==> src/rtl/keypad_encoder.sv <==
// One-hot keypad bus to binary key code with a one-cycle valid strobe, multi-key rejection,
// release detection and attempt lockout. Define DEBOUNCE_EN to add the stable-input debounce.
module keypad_encoder #(
   parameter int unsigned N_KEYS    = 16,
   parameter int unsigned CODE_W    = 4,
   parameter int unsigned MAX_TRIES = 5,
   parameter int unsigned TRIES_W   = 8,
   parameter int unsigned DB_CYCLES = 4
) (
   input  logic               clk,
   input  logic               rst_n,
   input  logic [N_KEYS-1:0]  onehot,
   input  logic               clr,
   output logic [CODE_W-1:0]  code,
   output logic               code_valid,
   output logic               err_multi,
   output logic [TRIES_W-1:0] tries,
   output logic               locked
);

`ifdef DEBOUNCE_EN
   typedef enum logic [1:0] {StIdle, StDebounce, StHeld, StLocked} state_e;
   localparam int unsigned CNT_W = $clog2(DB_CYCLES + 1);

   logic [CNT_W-1:0]  cnt_q, cnt_d;
   logic [N_KEYS-1:0] pat_q, pat_d;
`else
   typedef enum logic [1:0] {StIdle, StHeld, StLocked} state_e;
`endif

   state_e             state_q, state_d;
   logic [N_KEYS-1:0]  onehot_q;
   logic [CODE_W-1:0]  code_q, code_d;
   logic               code_valid_q, code_valid_d;
   logic               err_multi_q, err_multi_d;
   logic [TRIES_W-1:0] tries_q, tries_d;
   logic               locked_q, locked_d;
   logic [CODE_W-1:0]  key_idx;
   logic               any_key, multi_key, accept;

   assign any_key   = |onehot_q;
   // Clearing the lowest set bit leaves something only if two or more bits were set.
   assign multi_key = |(onehot_q & (onehot_q - N_KEYS'(1)));

   always_comb begin
      key_idx = '0;
      for (int i = 0; i < int'(N_KEYS); i++) begin
         if (onehot_q[i]) key_idx = CODE_W'(i);
      end
   end

   always_comb begin
      state_d      = state_q;
      code_d       = code_q;
      code_valid_d = 1'b0;
      err_multi_d  = 1'b0;
      tries_d      = tries_q;
      locked_d     = locked_q;
      accept       = 1'b0;
`ifdef DEBOUNCE_EN
      cnt_d        = cnt_q;
      pat_d        = pat_q;
`endif
      unique case (state_q)
         StIdle: begin
            if (multi_key) begin
               err_multi_d = 1'b1;
               state_d     = StHeld;
            end else if (any_key) begin
`ifdef DEBOUNCE_EN
               pat_d   = onehot_q;
               cnt_d   = '0;
               state_d = StDebounce;
`else
               accept  = 1'b1;
`endif
            end
         end
`ifdef DEBOUNCE_EN
         StDebounce: begin
            if (onehot_q != pat_q) begin
               state_d = StIdle;
            end else begin
               cnt_d = cnt_q + CNT_W'(1);
               if (cnt_d == CNT_W'(DB_CYCLES)) accept = 1'b1;
            end
         end
`endif
         StHeld: begin
            if (!any_key) state_d = StIdle;
         end
         StLocked: ;
         default: state_d = StIdle;
      endcase

      if (accept) begin
         code_d       = key_idx;
         code_valid_d = 1'b1;
         tries_d      = tries_q + TRIES_W'(1);
         if (tries_d == TRIES_W'(MAX_TRIES)) begin
            locked_d = 1'b1;
            state_d  = StLocked;
         end else begin
            state_d  = StHeld;
         end
      end

      // clr overrides everything, including an accept on the same edge; code is kept.
      if (clr) begin
         code_d       = code_q;
         code_valid_d = 1'b0;
         err_multi_d  = 1'b0;
         tries_d      = '0;
         locked_d     = 1'b0;
         state_d      = StIdle;
      end
   end

   always_ff @(posedge clk or negedge rst_n) begin
      if (!rst_n) begin
         state_q      <= StIdle;
         onehot_q     <= '0;
         code_q       <= '0;
         code_valid_q <= 1'b0;
         err_multi_q  <= 1'b0;
         tries_q      <= '0;
         locked_q     <= 1'b0;
`ifdef DEBOUNCE_EN
         cnt_q        <= '0;
         pat_q        <= '0;
`endif
      end else begin
         state_q      <= state_d;
         onehot_q     <= onehot;
         code_q       <= code_d;
         code_valid_q <= code_valid_d;
         err_multi_q  <= err_multi_d;
         tries_q      <= tries_d;
         locked_q     <= locked_d;
`ifdef DEBOUNCE_EN
         cnt_q        <= cnt_d;
         pat_q        <= pat_d;
`endif
      end
   end

   assign code       = code_q;
   assign code_valid = code_valid_q;
   assign err_multi  = err_multi_q;
   assign tries      = tries_q;
   assign locked     = locked_q;

endmodule

==> config.mk <==
export PLATFORM = sky130hd
export DESIGN_NAME = keypad_encoder
export DESIGN_NICKNAME = d
export VERILOG_FILES = /design/src/rtl/keypad_encoder.sv
export SDC_FILE = /design/constraint.sdc
export NUM_CORES = 1
export LEC_CHECK = 0
export CAP_MARGIN = 0
export CORE_ASPECT_RATIO = 2
export CORE_UTILIZATION = 53
export CTS_CLUSTER_DIAMETER = 40
export DETAILED_ROUTE_END_ITERATION = 16
export PLACE_DENSITY = 0.79
export SLEW_MARGIN = 40
export SYNTH_ARGS = -nofsm -noshare
export SYNTH_HDL_FRONTEND = slang
export SYNTH_SLANG_ARGS = --single-unit
==> constraint.sdc <==
create_clock -name clk -period 6.1 [get_ports clk]
set_input_delay 0.915 -clock clk [delete_from_list [all_inputs] [get_ports clk]]
set_output_delay 0.915 -clock clk [all_outputs]
set_load 0.02 [all_outputs]
# Yosys cells after proc, flatten, opt, wreduce, memory -nomap -nowiden
# Cells that the tools add are included.
# op_classes
n_bitwise	2
reduce_logical	8
addsub	2
mux	34
n_eq_ne	6
# op_table
op	n
4-bit 2-to-1 mux	13
16-bit OR reduction	2
16-bit AND	1
8-bit 2-to-1 mux	2
16-bit by 1-bit subtractor with 16-bit output, second input constant	1
1-bit 2-to-1 mux	12
2-bit 2-to-1 mux	6
8-bit by 1-bit adder with 8-bit output, second input constant	1
8-bit by 3-bit == test with 1-bit output, second input constant	1
4-bit != test, second input constant	2
2-bit one-hot mux with 3 select lines	1
2-bit AND reduction	2
2-bit nonzero test	2
3-bit != test, second input constant	1
3-bit AND reduction	1
2-bit by 1-bit == test with 1-bit output, second input constant	1
2-bit == test, second input constant	1
2-bit logical NOT	1
1-bit NOT	1
# totals
input_bits	19
regBits	33
out_inout_bits	15

# Logic depth before layout (Yosys ltp)
# Gate-level depths: netlist of run 1.
# logic_depth
ltp_word	15
ltp_mapped	9

# Worst setup path after synthesis of run 1
# OpenSTA, ideal clock, no wires.
# synth_path
kind	register to register
startpoint	register onehot_q[4]
endpoint	register code_q[0], in the netlist code[0]
arrival_ns	2.395
required_ns	5.975
setup_slack_ns	3.581
n_path_buf	0
path_stages_with_launch	8
cell_sequence	dfrtp_1 > or3_1 > or4_4 > a211o_1 > a2bb2oi_2 > nand3_2 > nor2_1 > mux2_2
# synth_between
elab_chain_cells	12
word_cells_on_any_way	20
# synth_lines
item	line_no	rtl
start: declaration	32	logic [N_KEYS-1:0] onehot_q;
start signal: assignment	134	onehot_q <= onehot;
branches (longest 12 deep; another with 16-bit by 1-bit subtractor with 16-bit output)	n/a	
end signal: assignment	135	code_q <= code_d;
end: declaration	33	logic [CODE_W-1:0] code_q, code_d;
# Parallel ways; which one is timed is not known.
# A chain may end at the register's enable or synchronous reset.

# Final worst setup path of run 1
# layout_path
startpoint	register onehot_q[8]
endpoint	register code_q[0], in the netlist code[0]
# layout_between
elab_chain_cells	8
word_cells_on_any_way	16
# layout_lines
item
branches (longest 8 deep; another with 16-bit by 1-bit subtractor with 16-bit output)
# Parallel ways; which one is timed is not known.

==> impl_metrics.tcl, run 1 <==
set metrics [dict create \
    layout-drive-gt1-share 0.102 \
    ys_ff_latch 33 \
    fin_crit_ns 2.95 \
    drtPass1Iterations 4 \
    grt_max_degree 34 \
    grt_pass1_vias 1250 \
    hold_viol 0 \
    cts_buffers 5 \
    clk_path_buf_depth 2 \
    dr.first_iter.drc_count 33 \
    critical_path.endpoint_type "flip-flop" \
    vdd_drop_max_mv 0.239 \
    diodes 0 \
    ant_nets 0 \
    synthesis.nets 170 \
    root_buffer "clkbuf_8" \
    fin_crit_sh 0.483 \
    crit_fanout 15 \
    cp-endpoint "code[0]$_DFFE_PN0P_" \
    worstPathArrival_ns 3.12 \
    skew_ns 0.00233 \
    synthCells 149 \
    synthToLayoutAreaGrowth_pct 29.1 \
    cts_htree_levels 2 \
    maxCapViolCount 0 \
    hold_path_class "reg2reg" \
    initial_core_util 0.556 \
    grt_overflow 0 \
    post_cts_resized 0 \
    clkTransAtPathRegs_ns 0.06 \
    fin_nets 208 \
    dp.cells 209 \
    rr_endpoint "code[0]$_DFFE_PN0P_" \
    grt_usage 0.268 \
    io-pin-count 34 \
    fin_setup_tns_ns 0 \
    dp_hpwl_um 2630 \
    final_cell_mix "33 x dfrtp_1, 33 x clkdlybuf4s50_1, 18 x nor2_1, 14 x a21oi_1, 10 x nor3_1" \
    rsz0062_at_grt "no" \
    n_fill_cell 215 \
    required_ns 6.27 \
    fin_cells 216 \
    slew_violations 0 \
    avgSynthCellArea_um2 10.2 \
    setup_violations 0 \
    synth.distinct_cells 35 \
    r2r_start "onehot_q[8]$_DFF_PN0_" \
    p_per_area_nw_per_um2 219 \
    grt_antenna_before_repair 0 \
    synth_area_um2 1520 \
    regArea_um2 826 \
    clock.fmax_ghz 0.339 \
    path_class "reg2reg" \
    core-area_um2 2740 \
    clock_latency_ns 0.28 \
    dieArea_um2 3100 \
    post-route-util 0.717 \
    drt_wl_total_um 3550 \
    die_w_um 39.9 \
    clock-sinks 33 \
    ff2ff_path_depth 7 \
    yosys_warnings 0 \
    grt_pass1_wl_um 5710 \
    routedWlPerCell_um 16.4 \
    start_kind "flip-flop" \
    rows 27 \
    dieHeight_um 77.7 \
    synth-seq-area-share 0.543 \
    multi_input_area_um2 653 \
    vias 1309 \
    power_leakage_nw 0.807 \
    rrSetupSlack_ns 3.15 \
    startpoint "onehot_q[8]$_DFF_PN0_" \
    io_buffers 33 \
    post_cts_buffers 0 \
    gp_congestion 0.809 \
    tightest_slew_ns 0.559 \
    maxSlewHeadroom 0.624 \
    drc 0 \
    cts_tree "built" \
    routed_via_density 6.06 \
    status "complete, no violations" \
    cts_hold_buffers 0 \
]
-- routing by layer --
metal  up-vias  part of all wire  global-route usage
li1        622                 -                   -
met1       634              0.36               0.296
met2        47              0.58               0.458
met3         6             0.035              0.0543
met4         0             0.023               0.114
met5         -                 0                   0
-- final cells by class --
type / instances / area share
clock buffers: 7 / 0.0440
well taps: 29 / 0.0185
inverters: 6 / 0.0115
flip-flops and latches: 33 / 0.421
multi-input cells: 107 / 0.333
repair buffers: 34 / 0.172
-- power by group --
group	switching [mW]	total, mW	internal, mW
combinational	0.0140	0.0309	0.0169
clock	0.0757	0.165	0.0894
sequential	0.00880	0.234	0.225
total	0.0985	0.430	0.331
-- synthesized netlist by cell type --
cell type,count,area [µm²]
nand2_1,6,22.5
a2bb2oi_2,1,15.0
a211oi_1,1,7.51
or4_4,1,11.3
o211a_1,1,10.0
nand4b_1,1,8.76
or2_1,1,6.26
xnor2_1,1,8.76
o21ai_0,9,45.0
mux2_2,4,45.0
xor2_1,1,8.76
ha_1,2,25.0
o21a_1,1,7.51
nand3_2,1,10.0
a31oi_1,4,25.0
a211o_1,1,8.76
nand3_1,4,20.0
or4_1,4,30.0
or3_1,4,25.0
a21o_1,1,7.51
dfrtp_1,33,826
nor3_1,10,50.1
a32o_1,1,10.0
clkbuf_1,2,7.51
buf_6,1,11.3
or3_2,3,22.5
nor2_1,18,67.6
mux2i_1,1,10.0
o31ai_1,3,22.5
o21bai_1,1,7.51
and2_2,1,7.51
or2_2,1,6.26
nor4_1,5,31.3
inv_1,6,22.5
a21oi_1,14,70.1
-- how the worst min path moves through the flow --
stage                                       from             endpoint  slack, ns  depth (start not counted)
after floorplan           state_q[1]$_DFFE_PN0P_  err_multi$_DFF_PN0_       0.45                          1
after global placement    state_q[1]$_DFFE_PN0P_  err_multi$_DFF_PN0_       0.47                          1
after detailed placement  state_q[1]$_DFFE_PN0P_  err_multi$_DFF_PN0_       0.48                          1
after CTS                 state_q[1]$_DFFE_PN0P_  err_multi$_DFF_PN0_       0.49                          1
after global routing      state_q[1]$_DFFE_PN0P_  err_multi$_DFF_PN0_       0.51                          1
final                     state_q[1]$_DFFE_PN0P_  err_multi$_DFF_PN0_       0.50                          1
-- critical path: stages, from the launching register on --
cell     delay [ns]
dfrtp_1        0.45
or4_1          0.56
or4_1          0.41
o21ai_0        0.18
o211a_1        0.20
nand3_2        0.25
nor2_1         0.39
mux2_2         0.39
-- flip-flops by register name (all words and copies together) (netlist names) --
register / cells
onehot_q: 16
tries: 8
code: 4
state_q: 2
code_valid: 1
err_multi: 1
locked: 1
-- kinds of logic (layout without fill, tap and decap cells) --
kind of cell	Yosys count	after routing	synth area share
muxes	5	5	0.0362
buffers and inverters	9	47	0.0272
and+or+nand+nor	60	60	0.210
DFF	33	33	0.543
adders and majority gates	2	2	0.0165
xor gates and xnor gates	2	2	0.0115
AOI/OAI and AO/OA	38	38	0.156
-- per-stage QoR --
stage	power (mW)	hold WS (ns)	setup slack (ns)	instance area, µm²
after global placement	0.268	0.469	3.32	1880
after CTS	0.432	0.494	3.14	1960
after global routing	0.447	0.508	2.93	1960
after detailed placement	0.269	0.484	3.16	1880
after floorplan	0.247	0.449	3.58	1520
final	0.430	0.498	3.15	1960
Note: power is estimated with default switching activity, not from simulation.
==> inputs of run 2 (changes only) <==
--- a/config.mk
+++ b/config.mk
@@ -7,10 +7,10 @@
 export LEC_CHECK = 0
 export CAP_MARGIN = 0
 export CORE_ASPECT_RATIO = 2
-export CORE_UTILIZATION = 53
+export CORE_UTILIZATION = 44
 export CTS_CLUSTER_DIAMETER = 40
 export DETAILED_ROUTE_END_ITERATION = 16
-export PLACE_DENSITY = 0.79
+export PLACE_DENSITY = 0.7
 export SLEW_MARGIN = 40
 export SYNTH_ARGS = -nofsm -noshare
 export SYNTH_HDL_FRONTEND = slang
==> constraint.sdc (replaced) <==
create_clock -name clk -period 2.7 [get_ports clk]
set_input_delay 0.405 -clock clk [delete_from_list [all_inputs] [get_ports clk]]
set_output_delay 0.405 -clock clk [all_outputs]
set_load 0.02 [all_outputs]
==> impl_metrics.tcl, run 2 (same netlist as run 1, synthesis figures left out) <==
set metrics [dict create \
    r2r_start "onehot_q[4]$_DFF_PN0_" \
    root_buffer "clkbuf_8" \
    maxSlewHeadroom 0.495 \
    io-pin-count 34 \
    routed_via_density 5.97 \
    grt_antenna_before_repair 0 \
    rows 29 \
    hold_path_class "reg2reg" \
    dp_slack_ns -0.0702 \
    grt_usage 0.237 \
    worstPathArrival_ns 2.82 \
    cts_hold_buffers 0 \
    vias 1409 \
    path_class "reg2reg" \
    fin_ws_ns 0.0838 \
    start_kind "flip-flop" \
    fin_crit_sh 0.969 \
    die_w_um 43.6 \
    path_cells "or3_4 -> or4_4 -> a211o_1 -> a2bb2oi_4 -> nand3_4 -> or4_4 -> a21oi_2" \
    status "complete, but fails checks" \
    min_path_cells 1 \
    drt_wl_total_um 3950 \
    crit_path_frequent_cell "or4_4" \
    layout-drive-gt1-share 0.220 \
    clkTransAtPathRegs_ns 0.07 \
    vdd_drop_max_mv 0.543 \
    final_cell_mix "33 x dfrtp_1, 33 x clkdlybuf4s50_1, 18 x nor2_1, 17 x buf_4, 12 x a21oi_1" \
    n_fill_cell 260 \
    largest_register_ffs 16 \
    dp.cells 221 \
    grt_pass1_vias 1444 \
    fin_cells 236 \
    rrSetupSlack_ns 0.08 \
    min_from "state_q[0]$_DFFE_PN0P_" \
    ff2ff_path_depth 7 \
    fin_crit_ns 2.62 \
    maxCapViolCount 0 \
    rr_endpoint "tries[5]$_DFFE_PN0P_" \
    dieArea_um2 3710 \
    routedWlPerCell_um 16.7 \
    crit_path_top_delay_cell "or4_4" \
    clock-sinks 33 \
    fin_nets 225 \
    skew_ns 0.00685 \
    drtPass1Iterations 10 \
    crit_family "simple AND/OR/NAND/NOR gates" \
    cpPeakStageDelay_ns 0.52 \
    synthToLayoutAreaGrowth_pct 43.3 \
    holdPathEnd "err_multi$_DFF_PN0_" \
    io_buffers 33 \
    core-area_um2 3230 \
    critical_path.endpoint_type "flip-flop" \
    initial_core_util 0.471 \
    ant_nets 0 \
    clock.fmax_ghz 0.382 \
    grt_overflow 0 \
    gp_congestion 0.908 \
    clock_latency_ns 0.28 \
    dp_hpwl_um 2770 \
    power_leakage_nw 0.907 \
    setup_violations 0 \
    violations "design-rule violations" \
    cts_buffers 5 \
    clk_path_buf_depth 2 \
    hold_viol 0 \
    regMostFlops "onehot_q" \
    slew_violations 0 \
    drc 4 \
    finalPower_mw 1.10 \
    cts_tree "built" \
    required_ns 2.90 \
    p_per_area_nw_per_um2 505 \
    grt_max_degree 34 \
    cts_htree_levels 2 \
    tightest_slew_ns 0.752 \
    diodes 0 \
    grt_pass1_wl_um 6490 \
    path_buf_inv 0 \
    crit_fanout 6 \
    dr.first_iter.drc_count 38 \
    dieHeight_um 85.1 \
]
[run 2: cell types whose count changed in the layout (fill, tap and decap cells not counted), sizes merged]
cell      change
nand3         +1
clkbuf        -1
bufinv        +1
clkinvlp      +1
buf          +16
[run 2: cell type report]
type,count,area (µm²),share of cell area
multi-input combinational,108,713,0.327
inverter,6,22.5,0.0103
clock inverter,2,37.5,0.0172
clock buffer,6,82.6,0.0379
tap,31,38.8,0.0178
timing repair buffer,50,458,0.210
sequential,33,826,0.379
[run 2: layer usage]
metal | up-vias | share of wire | track usage
met3 | 7 | 0.036 | 0.0489
met1 | 694 | 0.34 | 0.234
met4 | 0 | 0.023 | 0.122
met2 | 50 | 0.60 | 0.434
li1 | 658 | - | -
met5 | - | 0 | 0
[run 2: what timing repair did]
item                       4_1_cts  5_1_grt
pin swaps                        2        5
gates cloned                     1        0
setup endpoints to repair        3        9
resized for setup                3        7
setup buffers                    1        5
[run 2: power breakdown]
part           total, mW  internal (mW)  switching, mW  leakage [nW]
registers          0.522          0.508         0.0138         0.421
clock network      0.483          0.300          0.183        0.0574
logic             0.0948         0.0498         0.0451         0.429
[run 2: through the flow]
step	utilization	cell area, µm²	hold WS, ns	setup TNS (ns)
after floorplan	-	1520	0.109	0
after global placement	0.605	1950	0.473	0
after detailed placement	0.605	1950	0.483	-0.0844
after CTS	0.655	2110	0.493	0
after global routing	0.675	2180	0.520	-0.0140
final	0.675	2180	0.499	0
[run 2: how the worst max path moves through the flow]
stage / startpoint / endpoint / slack, ns / cells after the start
2_1_floorplan: onehot_q[4]$_DFF_PN0_ / code[0]$_DFFE_PN0P_ / 0.18 / 7
3_3_place_gp: onehot_q[2]$_DFF_PN0_ / tries[6]$_DFFE_PN0P_ / 0.09 / 7
3_5_place_dp: onehot_q[1]$_DFF_PN0_ / tries[5]$_DFFE_PN0P_ / -0.07 / 7
4_1_cts: onehot_q[1]$_DFF_PN0_ / tries[5]$_DFFE_PN0P_ / 0.005 / 7
5_1_grt: onehot_q[1]$_DFF_PN0_ / tries[6]$_DFFE_PN0P_ / -0.01 / 8
6_report: onehot_q[4]$_DFF_PN0_ / tries[5]$_DFFE_PN0P_ / 0.08 / 7
[run 2: worst register-to-register path: stages, from the launching register on]
cell,delay (ns)
dfrtp_1,0.40
or3_4,0.41
or4_4,0.45
a211o_1,0.28
a2bb2oi_4,0.19
nand3_4,0.12
or4_4,0.52
a21oi_2,0.16
==> inputs of run 3 (changes only) <==
--- a/config.mk
+++ b/config.mk
@@ -5,12 +5,13 @@
 export SDC_FILE = /design/constraint.sdc
 export NUM_CORES = 1
 export LEC_CHECK = 0
+export ABC_AREA = 1
 export CAP_MARGIN = 0
 export CORE_ASPECT_RATIO = 2
-export CORE_UTILIZATION = 44
+export CORE_UTILIZATION = 46
 export CTS_CLUSTER_DIAMETER = 40
 export DETAILED_ROUTE_END_ITERATION = 16
-export PLACE_DENSITY = 0.7
+export PLACE_DENSITY = 0.71
 export SLEW_MARGIN = 40
 export SYNTH_ARGS = -nofsm -noshare
 export SYNTH_HDL_FRONTEND = slang
==> impl_metrics.tcl, run 3 <==
set metrics [dict create \
    io-pin-count 34 \
    tightest_slew_ns 0.422 \
    root_buffer "clkbuf_8" \
    grt_max_degree 34 \
    yosys-top-cells-count "61 x nand2_1, 35 x inv_1, 33 x dfrtp_1" \
    synthTopCellsByArea "dfrtp_1 46%, nand2_1 13%, inv_1 7.3%" \
    diodes 0 \
    die_w_um 46.3 \
    synth_edf_count 0 \
    fin_crit_ns 2.04 \
    hold_viol 0 \
    status "complete, no violations" \
    synth_flop_cell "dfrtp_1" \
    gp_congestion 0.849 \
    core-area_um2 3680 \
    path_class "reg2reg" \
    cts_tree "built" \
    finalPower_mw 1.15 \
    largest_register_ffs 16 \
    synth_area_um2 1800 \
    slew_violations 0 \
    start_kind "flip-flop" \
    clock_latency_ns 0.29 \
    grt_pass1_vias 1567 \
    hold_ws_ns 0.495 \
    yosys.area.top_type_share 0.458 \
    power_leakage_nw 1.12 \
    clkTransAtPathRegs_ns 0.07 \
    drc 0 \
    p_per_area_nw_per_um2 498 \
    vdd_drop_max_mv 0.421 \
    dieHeight_um 90.6 \
    clk_path_buf_depth 2 \
    cts_buffers 5 \
    grt_antenna_before_repair 0 \
    grt_overflow 0 \
    fin_setup_tns_ns 0 \
    required_ns 2.88 \
    setup_violations 0 \
    cts_htree_levels 2 \
    yosys_warnings 0 \
    vias 1571 \
    synthToLayoutAreaGrowth_pct 27.9 \
    regMostFlops "onehot_q" \
    post_cts_buffers 0 \
    crit_fanout 11 \
    layout-drive-gt1-share 0.125 \
    rsz0062_at_grt "no" \
    grt_pass1_wl_um 6980 \
    synthCells 231 \
    routedWlPerCell_um 13.1 \
    final_cell_mix "61 x nand2_1, 35 x inv_1, 33 x dfrtp_1, 33 x clkdlybuf4s50_1, 28 x nor2_1" \
    async_flop_share 1.00 \
    drtPass1Iterations 4 \
    avgSynthCellArea_um2 7.81 \
    drt_wl_total_um 4210 \
    grt_usage 0.236 \
    hold_path_class "reg2reg" \
    maxSlewHeadroom 0.718 \
    ant_nets 0 \
    fin_crit_sh 0.755 \
    clock.fmax_ghz 0.491 \
    ys_ff_latch 33 \
    routed_via_density 4.91 \
    cts_hold_buffers 0 \
    rows 31 \
    dr.first_iter.drc_count 37 \
    io_buffers 33 \
    dieArea_um2 4190 \
    maxCapViolCount 0 \
    final_common_cell "nand2_1" \
    post_cts_resized 0 \
    critical_path.endpoint_type "flip-flop" \
    worstPathArrival_ns 2.22 \
    yosysMostFrequentCell "nand2_1" \
    synthesis.nets 252 \
    synth-seq-area-share 0.458 \
    clock-sinks 33 \
    yosysTopAreaCell "dfrtp_1" \
    initial_core_util 0.490 \
    fin_nets 291 \
    synth.distinct_cells 28 \
    dp_hpwl_um 3270 \
    skew_ns 0.00436 \
]
run 3: cell count changes in the layout (fill, tap and decap cells not counted), sizes merged, moves of 5 or more:
cell,before,now
nand2,6,71
inv,6,36
nor2,18,37
buf,17,1
nand3,6,21
a21oi,14,3
nor3,10,1
or3,7,0
nor4,5,0
or4,5,0
run 3: where the power goes:
group | leakage (nW) | total, mW | internal (mW) | switching, mW
clock network | 0.0574 | 0.491 | 0.300 | 0.191
logic | 0.655 | 0.125 | 0.0544 | 0.0704
registers | 0.409 | 0.533 | 0.513 | 0.0202
total | 1.12 | 1.15 | 0.867 | 0.282
run 3: layout make-up:
type / count / area (µm²)
Inverter: 36 / 135
Sequential cell: 33 / 826
Timing Repair Buffer: 34 / 338
Clock buffer: 6 / 82.6
Multi-Input combinational cell: 160 / 828
Tap cell: 49 / 61.3
Clock inverter: 2 / 37.5
Fill cell: 325 / 1380
run 3: layer usage:
layer  wire length [µm]  track usage  part of all wire  vias up
li1                   -            -                 -      792
met1               1480        0.239              0.35      732
met2               2460        0.420              0.59       32
met3                114       0.0440             0.027       15
met4                151        0.120             0.036        0
met5                  0            0                 0        -
run 3: through the flow:
stage | setup WS, ns | util | instance area, µm² | instances
6_report | 0.662 | 0.626 | 2310 | 320
5_1_grt | 0.448 | 0.626 | 2310 | 320
4_1_cts | 0.635 | 0.626 | 2310 | 320
3_5_place_dp | 0.659 | 0.594 | 2190 | 312
3_3_place_gp | 0.700 | 0.594 | 2190 | 312
2_1_floorplan | 0.936 | - | 1800 | 231
run 3: worst paths after layout:
path                       slack [ns]                endpoint  cells past startpoint                   from
max reg2reg                      0.66     code[3]$_DFFE_PN0P_                     12  onehot_q[6]$_DFF_PN0_
min in group asynchronous        0.51    tries[2]$_DFFE_PN0P_                      2                  rst_n
min                              0.50      locked$_DFFE_PN0P_                      2     locked$_DFFE_PN0P_
min reg2reg                      0.50      locked$_DFFE_PN0P_                      2     locked$_DFFE_PN0P_
max in group asynchronous        1.88  onehot_q[10]$_DFF_PN0_                      2                  rst_n
max                              0.66     code[3]$_DFFE_PN0P_                     12  onehot_q[6]$_DFF_PN0_
run 3: critical path, cell delays in order (launching register included):
cell and delay (ns):
dfrtp_1 0.45, nor2_1 0.20, nand2_2 0.10, nor2_4 0.16, nand2_2 0.09, nand2_2 0.08, nand2_2 0.07, nor2_4 0.13
nand4_4 0.16, nor2_4 0.30, nand2_2 0.09, o21ai_2 0.08, inv_2 0.04
run 3: kinds of logic after synthesis:
kind of cell | after synthesis | share of synthesized area
buffers and inverters | 38 | 0.0832
adders and majority gates | 2 | 0.0139
xor gates and xnor gates | 6 | 0.0291
DFF | 33 | 0.458
and+or+nand+nor | 136 | 0.364
AOI/OAI and AO/OA | 16 | 0.0520
